===== config.mk =====
export PLATFORM = sky130hd
export DESIGN_NAME = button_event_classifier
export DESIGN_NICKNAME = d
export VERILOG_FILES = /design/src/rtl/button_event_classifier_pkg.sv /design/src/rtl/button_event_classifier_edge_detector.sv /design/src/rtl/button_event_classifier.sv
export SDC_FILE = /design/constraint.sdc
export NUM_CORES = 1
export LEC_CHECK = 0
export ABC_AREA = 1
export ABC_CLOCK_PERIOD_IN_PS = 3200
export CAP_MARGIN = 10
export CELL_PAD_IN_SITES_DETAIL_PLACEMENT = 1
export CELL_PAD_IN_SITES_GLOBAL_PLACEMENT = 2
export CORE_MARGIN = 4
export CORE_UTILIZATION = 35
export CTS_BUF_LIST = sky130_fd_sc_hd__clkbuf_8
export DETAILED_ROUTE_END_ITERATION = 10
export HOLD_SLACK_MARGIN = 0.1
export MAX_ROUTING_LAYER = met4
export PLACE_DENSITY = 0.82
export SYNTH_ARGS = -nofsm -noshare
export SYNTH_HDL_FRONTEND = slang
export SYNTH_SLANG_ARGS = --single-unit

===== constraint.sdc =====
create_clock -name masterClk -period 3.2 [get_ports masterClk]
set_clock_uncertainty 0.05 [all_clocks]
set_input_delay 0.64 -clock masterClk [delete_from_list [all_inputs] [get_ports masterClk]]
set_output_delay 0.64 -clock masterClk [all_outputs]
set_load 0.01 [all_outputs]

===== src/rtl/button_event_classifier_pkg.sv =====
// -----------------------------------------------------------------------------
// button_pkg
// Shared types for the push-button event classifier:
//   state_e  - classifier FSM states
//   event_e  - encoding of the one-cycle event reported on the outputs
//   max_ticks() - helper used to size the tick counter
// -----------------------------------------------------------------------------
package button_pkg;

  typedef enum logic [2:0] {
    ST_IDLE           = 3'd0,
    ST_PRESSED        = 3'd1,
    ST_LONG_HELD      = 3'd2,
    ST_WAIT_SECOND    = 3'd3,
    ST_SECOND_PRESSED = 3'd4
  } state_e;

  // A single registered event code keeps the three pulses mutually exclusive.
  typedef enum logic [1:0] {
    EV_NONE   = 2'd0,
    EV_SHORT  = 2'd1,
    EV_LONG   = 2'd2,
    EV_DOUBLE = 2'd3
  } event_e;

  function automatic int unsigned max_ticks(input int unsigned a, input int unsigned b);
    return (a > b) ? a : b;
  endfunction

endpackage


===== src/rtl/button_event_classifier_edge_detector.sv =====
// -----------------------------------------------------------------------------
// edge_detector
// Registers the previous level of a synchronous input and reports rising and
// falling edges combinationally against it. The reset value of the stored
// level is a parameter so a level that is already high at reset release can
// be kept from looking like a rising edge.
// Ports:
//   clk     in  system clock, rising edge
//   rst_n   in  asynchronous active-low reset
//   i_level in  synchronous level to watch
//   o_rise  out high while i_level = 1 and previous level = 0
//   o_fall  out high while i_level = 0 and previous level = 1
// -----------------------------------------------------------------------------
module edge_detector #(
  parameter logic RESET_VAL = 1'b0
) (
  input  logic clk,
  input  logic rst_n,
  input  logic i_level,
  output logic o_rise,
  output logic o_fall
);

  logic r_prev;

  always_ff @(posedge clk or negedge rst_n) begin
    if (!rst_n) begin
      r_prev <= RESET_VAL;
    end else begin
      r_prev <= i_level;
    end
  end

  assign o_rise = i_level & ~r_prev;
  assign o_fall = ~i_level & r_prev;

endmodule


===== src/rtl/button_event_classifier.sv =====
// -----------------------------------------------------------------------------
// button_event_classifier
// Classifies debounced button presses into short, long and double presses,
// timing everything in ticks of the slow tickEnable strobe.
// Optional feature macro: DOUBLE_PRESS_EN
//   defined   - double-press detection; a short press is reported only after
//               GAP_TICKS with no second press
//   undefined - shortPress fires on release, doublePress tied 0
// Parameters:
//   LONG_TICKS  ticks held before a press is long (>= 2)
//   GAP_TICKS   ticks after release that a second press may start (>= 2)
// Ports:
//   masterClk   in  system clock, rising edge
//   resetN      in  asynchronous active-low reset
//   tickEnable  in  single-cycle timing strobe
//   buttonIn    in  debounced, synchronous button level
//   shortPress  out one-cycle pulse, short press
//   longPress   out one-cycle pulse, hold reached LONG_TICKS
//   doublePress out one-cycle pulse, double press
//   pressActive out level, FSM considers the button held
// -----------------------------------------------------------------------------
module button_event_classifier
  import button_pkg::*;
#(
  parameter int unsigned LONG_TICKS = 500,
  parameter int unsigned GAP_TICKS  = 250
) (
  input  logic masterClk,
  input  logic resetN,
  input  logic tickEnable,
  input  logic buttonIn,
  output logic shortPress,
  output logic longPress,
  output logic doublePress,
  output logic pressActive
);

  localparam int unsigned     MAX_TICKS = max_ticks(LONG_TICKS, GAP_TICKS);
  localparam int unsigned     CNT_W     = $clog2(MAX_TICKS + 1);
  localparam logic [CNT_W-1:0] CNT_ONE   = CNT_W'(1);
  localparam logic [CNT_W-1:0] LONG_LAST = CNT_W'(LONG_TICKS - 1);
`ifdef DOUBLE_PRESS_EN
  localparam logic [CNT_W-1:0] GAP_LAST  = CNT_W'(GAP_TICKS - 1);
`endif

  logic             w_rise;
  logic             w_fall;
  logic             w_long_done;
  state_e           r_state;
  event_e           r_event;
  logic             r_press_active;
  logic [CNT_W-1:0] r_cnt;

  // Previous level resets high: a button held through reset must be released
  // and pressed again before it counts.
  edge_detector #(
    .RESET_VAL (1'b1)
  ) u_edge (
    .clk     (masterClk),
    .rst_n   (resetN),
    .i_level (buttonIn),
    .o_rise  (w_rise),
    .o_fall  (w_fall)
  );

  assign w_long_done = tickEnable && (r_cnt == LONG_LAST);

  // Edges are tested before ticks in every state, so an edge coinciding with
  // a tick clears the counter and that tick is not counted. The counter is
  // held at zero in IDLE and LONG_HELD, where no threshold applies, so it
  // can never wrap.
  always_ff @(posedge masterClk or negedge resetN) begin
    if (!resetN) begin
      r_state        <= ST_IDLE;
      r_cnt          <= '0;
      r_event        <= EV_NONE;
      r_press_active <= 1'b0;
    end else begin
      r_event <= EV_NONE;
      case (r_state)
        ST_IDLE: begin
          if (w_rise) begin
            r_state        <= ST_PRESSED;
            r_cnt          <= '0;
            r_press_active <= 1'b1;
          end
        end

        ST_PRESSED: begin
          if (w_fall) begin
`ifdef DOUBLE_PRESS_EN
            r_state        <= ST_WAIT_SECOND;
`else
            r_state        <= ST_IDLE;
            r_event        <= EV_SHORT;
`endif
            r_cnt          <= '0;
            r_press_active <= 1'b0;
          end else if (w_long_done) begin
            r_state <= ST_LONG_HELD;
            r_event <= EV_LONG;
            r_cnt   <= '0;
          end else if (tickEnable) begin
            r_cnt <= r_cnt + CNT_ONE;
          end
        end

        ST_LONG_HELD: begin
          if (w_fall) begin
            r_state        <= ST_IDLE;
            r_cnt          <= '0;
            r_press_active <= 1'b0;
          end
        end

`ifdef DOUBLE_PRESS_EN
        ST_WAIT_SECOND: begin
          if (w_rise) begin
            r_state        <= ST_SECOND_PRESSED;
            r_cnt          <= '0;
            r_press_active <= 1'b1;
          end else if (tickEnable && (r_cnt == GAP_LAST)) begin
            r_state <= ST_IDLE;
            r_event <= EV_SHORT;
            r_cnt   <= '0;
          end else if (tickEnable) begin
            r_cnt <= r_cnt + CNT_ONE;
          end
        end

        // A long hold on the second click discards the first click.
        ST_SECOND_PRESSED: begin
          if (w_fall) begin
            r_state        <= ST_IDLE;
            r_event        <= EV_DOUBLE;
            r_cnt          <= '0;
            r_press_active <= 1'b0;
          end else if (w_long_done) begin
            r_state <= ST_LONG_HELD;
            r_event <= EV_LONG;
            r_cnt   <= '0;
          end else if (tickEnable) begin
            r_cnt <= r_cnt + CNT_ONE;
          end
        end
`endif

        default: begin
          r_state        <= ST_IDLE;
          r_cnt          <= '0;
          r_press_active <= 1'b0;
        end
      endcase
    end
  end

  assign shortPress  = (r_event == EV_SHORT);
  assign longPress   = (r_event == EV_LONG);
`ifdef DOUBLE_PRESS_EN
  assign doublePress = (r_event == EV_DOUBLE);
`else
  assign doublePress = 1'b0;
`endif
  assign pressActive = r_press_active;

endmodule


* Yosys cells after proc, flatten, opt, wreduce, memory -nomap -nowiden
Cells that the tools add are included.
** Cells by class
- $add $sub $neg :: 1
- Bitwise operators :: 4
- Mux-type cells :: 17
- Equal/unequal tests :: 10
- Reduce and logical (&&, ||, !) cells :: 6
** Operators by type and width (count)
- $mux 9 :: 5
- $pmux 9 s3 :: 1
- $mux 3 :: 4
- $add 9x1->9 const B :: 1
- $eq 9x9->1 const B :: 1
- $pmux 3 s3 :: 1
- $mux 2 :: 3
- $ne 2x1->1 const B :: 3
- $reduce_and 3->1 :: 2
- $ne 4x3->1 const B :: 1
- $eq 3x1->1 const B :: 1
- $eq 3x2->1 const B :: 1
- $logic_not 3->1 :: 1
- $ne 3x2->1 const B :: 1
- $and 1x1->1 :: 2
- $eq 2x1->1 const B :: 1
- $eq 2x2->1 const B :: 1
- $mux 1 :: 2
- $not 1->1 :: 2
- $pmux 1 s2 :: 1
- $reduce_and 2->1 :: 1
- $reduce_or 2->1 :: 1
- $logic_and 1x1->1 :: 1
** Storage, ports and cells
- Flip-flop bits (word level) :: 16
- Output and inout bits :: 4

* Depth between registers and ports, before layout
- Depth after elaboration :: 5
- Mapped depth :: 9
- Mapped depth without buffers :: 9

* Cells and area by module
Synthesis repeated with hierarchy kept, for this count alone.
** Second synthesis, totals
- Cell total of the unflattened synthesis :: 118
- Area total of the unflattened synthesis :: 863.3 µm²
** Modules (own cells, without submodules)
- button_event_classifier :: times used 1, sequential area each 350.3 µm², area each 822.0 µm², cells an instance 113
- edge_detector :: times used 1, sequential area each 26.3 µm², area each 41.3 µm², cells an instance 5

* Least setup slack after synthesis
Ideal clock, no wire load.
- Path kind :: input port to flip-flop
- Start point :: in buttonIn
- End point :: reg r_cnt[5]
- Data arrival time :: 1306 ps
- Buffers on the path :: 1
- Stages :: 9
- Path slack :: 1725 ps
- Setup time :: 119 ps
- Cell sequence :: inv_1 nand2_2 nand3_1 inv_2 nor2_4 buf_6 nand3_1 nand2_1 nor2_1
** On the way
- Longest elaborated chain between the ends :: 4
** Ends and longest elaborated chain
- start, declared :: RTL line button_event_classifier.sv:31 : input logic buttonIn,
- $not 1->1 :: RTL line button_event_classifier_edge_detector.sv:35 : assign o_fall = ~i_level & r_prev;
- $and 1x1->1 :: RTL line button_event_classifier_edge_detector.sv:35
- $ne 4x3->1 (no source line), or another cell as far along
- $reduce_and 3->1 (no source line) / $pmux 9 s3 (equally long branches)
- end signal, assigned :: RTL line button_event_classifier.sv:104 : r_cnt <= r_cnt + CNT_ONE;
- end, declared :: RTL line button_event_classifier.sv:52 : logic [CNT_W-1:0] r_cnt;
Several ways; a longest one is shown, not always the timed one.
A chain may end at the register's enable or synchronous reset.

* Worst setup path in the final report
- Start point :: reg r_event[0]
- End point :: out longPress
** On the way
- Longest elaborated chain between the ends :: 1
** Ends and longest elaborated chain
- start, declared :: RTL line button_event_classifier.sv:50 : event_e r_event;
- start signal, assigned :: RTL line button_event_classifier.sv:76 : r_event <= EV_NONE;
- start signal, assigned :: RTL line button_event_classifier.sv:79 : r_event <= EV_NONE;
- start signal, assigned :: RTL line button_event_classifier.sv:95 : r_event <= EV_SHORT;
- $eq 2x2->1 :: RTL line button_event_classifier.sv:158 : assign longPress = (r_event == EV_LONG);
- end, declared :: RTL line button_event_classifier.sv:33 : output logic longPress,
No other way between the ends.

==> key figures <==
Setup path
  – Crit Path Category: flip-flop to output port
  – CP Data Arrival Time: 1270 ps
  – CP Data Required Time: 2510 ps
  – Endpoint class of the critical path: output port
  – CP startpoint kind: flip-flop
  – Worst Path Max Fanout: 2

Pwr
  – VDD IR max: 0.000330 V
  – Tot Pwr: 687 uW
  – Static leakage: 0.000512 uW
  – PwrDens: 692 nW/um^2

Yosys
  – FF+latch count, synth: 15
  – Mapped Cells: approximately 120
  – Mapped cell area: 872 um^2
  – Syn_area_per_cell: 7.39 um^2
  – Synthesized net count: 126
  – Ys Warns: 0
  – Seq/Total Area, Yosys: a little over two fifths
  – Yosys cell types: 19

Floorplan
  – DIE AREA: 3350 um^2
  – Die Wd: 57.9 um
  – Initial Utilization: between 30% and 40%
  – Core Footprint: ~2300 um^2
  – Die Y: 57.9 um
  – IO Pins: 8
  – Num rows: 17

Place
  – Placer Congestion: 0.749
  – Final HPWL DP: between 1500 and 2000 um
  – Dpl ws: just over 1000 ps
  – Dpl cells: 150
  – Number of port buffers: 6

Cells and area
  – Commonest non-fill, non-tap cell in the layout: nand2_1
  – Most frequent cells in the layout: 26 x nand2_1, 21 x inv_1, 18 x nor2_1
  – Area Overhead vs Synth: 13.9%
  – ANT cells: 0
  – Layout cells sized above 1: 9.52%
  – Non-filler cells, final: 154
  – Final nets: 135
  – Final core utilization: 43.2%

Global route
  – Global-route wire length before repair: 3430 um
  – Largest net degree at the start of global routing: 16
  – GR Util All Layers: a little over an eighth
  – GRT overflow: 0
  – Initial antenna violation count: 0
  – Number of global-route vias before repair: 816

Route
  – Routed length per placed instance: 12.6 um
  – DRT antenna net count: 0
  – Initial drt markers: 8
  – Vias per cell: between 4 and 5
  – DR vias: 743
  – # DRC: 0
  – First-pass DRT Iterations: 4
  – Total length of routed wires: just under 2000 um

Clocking
  – CTS Hold Bufs: 0
  – Clock Latency Late Sink: 240 ps
  – CTS resizes: 0
  – Clock Path Buffers: 2
  – Clock buffer count from CTS: 3
  – Post-CTS Setup Inserts: 0
  – CTS clk-pin slew, worst paths: 60 ps
  – Htree depth: 1
  – Root Driver: clkbuf_8
  – CTS Sinks: 15
  – CTS tree: done

Run status
  – Status: completed

Timing
  – Max Fclk: 510 MHz
  – Worst slew pin tran: 714 ps
  – Setup_tns: 0 ps
  – Slew headroom: 52.3%
  – Pins Over Slew Limit: 0
  – Final Hold Viols: 0
  – Setup Viol. Count Final: 0
  – RSZ-0062 raised after global routing: no
  – Fin crit share: 61.3%
  – Final worst path period need: between 1500 and 2000 ps
  – Final worst setup slack: 1240 ps

Hold path
  – Hold Path Class: flip-flop to flip-flop

Flow run
  – Max capacitance violation total: 0
## cell type report
class	count	area, um^2
clock inverter	1	3.75
sequential	15	377
tap	28	35.0
timing repair buffer	6	60.1
inverter	21	78.8
clock buffer	3	41.3
fill	296	1300
multi-input combinational	80	398
## final timing paths
| path | endpoint | slack [ps] | from | depth (start not counted) |
|---|---|---|---|---|
| min in group asynchronous | r_event[1] | 770 | resetN | 1 |
| setup / recovery | longPress | 1240 | r_event[0] | 2 |
| setup reg to reg | r_state[1] | 1590 | r_cnt[0] | 8 |
| hold / removal | r_state[0] | 460 | r_state[0] | 2 |
| max in group asynchronous | pressActive | 1880 | resetN | 1 |
| hold reg to reg | r_state[0] | 460 | r_state[0] | 2 |
## kinds of logic (layout without fill, tap and decap cells)
| family | Yosys count | in the layout | synth area share [%] |
|---|---|---|---|
| AO/OA/AOI/OAI | 8 | 8 | 5.60 |
| XOR/XNOR | 1 | 1 | 1.00 |
| adder cells (fa/ha/maj) | 4 | 4 | 5.74 |
| buffers and inverters | 23 | 31 | 11.2 |
| flip-flops | 15 | 15 | 43.2 |
| other | 1 | 1 | 0.430 |
| AND/OR/NAND/NOR | 66 | 66 | 32.9 |
## registers in the layout, indices dropped and copies added (netlist names)
name,cells
pressActive,1
u_edge.r_prev,1
r_event,2
r_state,2
r_cnt,9
## metal layers
metal	routed length, um	share of wire (%)	global-route usage, %
met1	902	46	15.5
met2	967	50	23.4
met3	56	2.9	2.67
met4	21	1.1	5.96
met5	0	0	-
## critical path: stages, from the launching register on
cell and delay [ps]:
dfrtp_1 380, nor2_1 100, clkdlybuf4s50_1 540
## Yosys cell counts, drive strengths merged
| cell | count | area [um^2] |
|---|---|---|
| nor3 | 2 | 10.0 |
| a21oi | 4 | 20.0 |
| o21ai | 3 | 22.5 |
| nor2 | 19 | 78.8 |
| buf | 2 | 18.8 |
| xor2 | 1 | 8.76 |
| dfstp | 1 | 26.3 |
| dfrtp | 14 | 350 |
| inv | 21 | 78.8 |
| conb | 1 | 3.75 |
| o22ai | 1 | 6.26 |
| nand2 | 30 | 123 |
| ha | 4 | 50.1 |
| nand3 | 15 | 75.1 |
## per-stage QoR
step | hold slack (ps) | cell area, um^2
2_1_floorplan | 294 | 872
3_3_place_gp | 440 | 948
3_5_place_dp | 457 | 948
4_1_cts | 472 | 993
5_1_grt | 495 | 993
6_report | 464 | 993
## report_power, final
part	internal (uW)	leakage [uW]	total, uW	switching, uW
registers	218	0.000201	241	23.6
clock network	84.9	0.0000269	152	66.6
logic	99.8	0.000284	294	194
total	402	0.000512	687	285
Power figures use the tool's default switching activity.
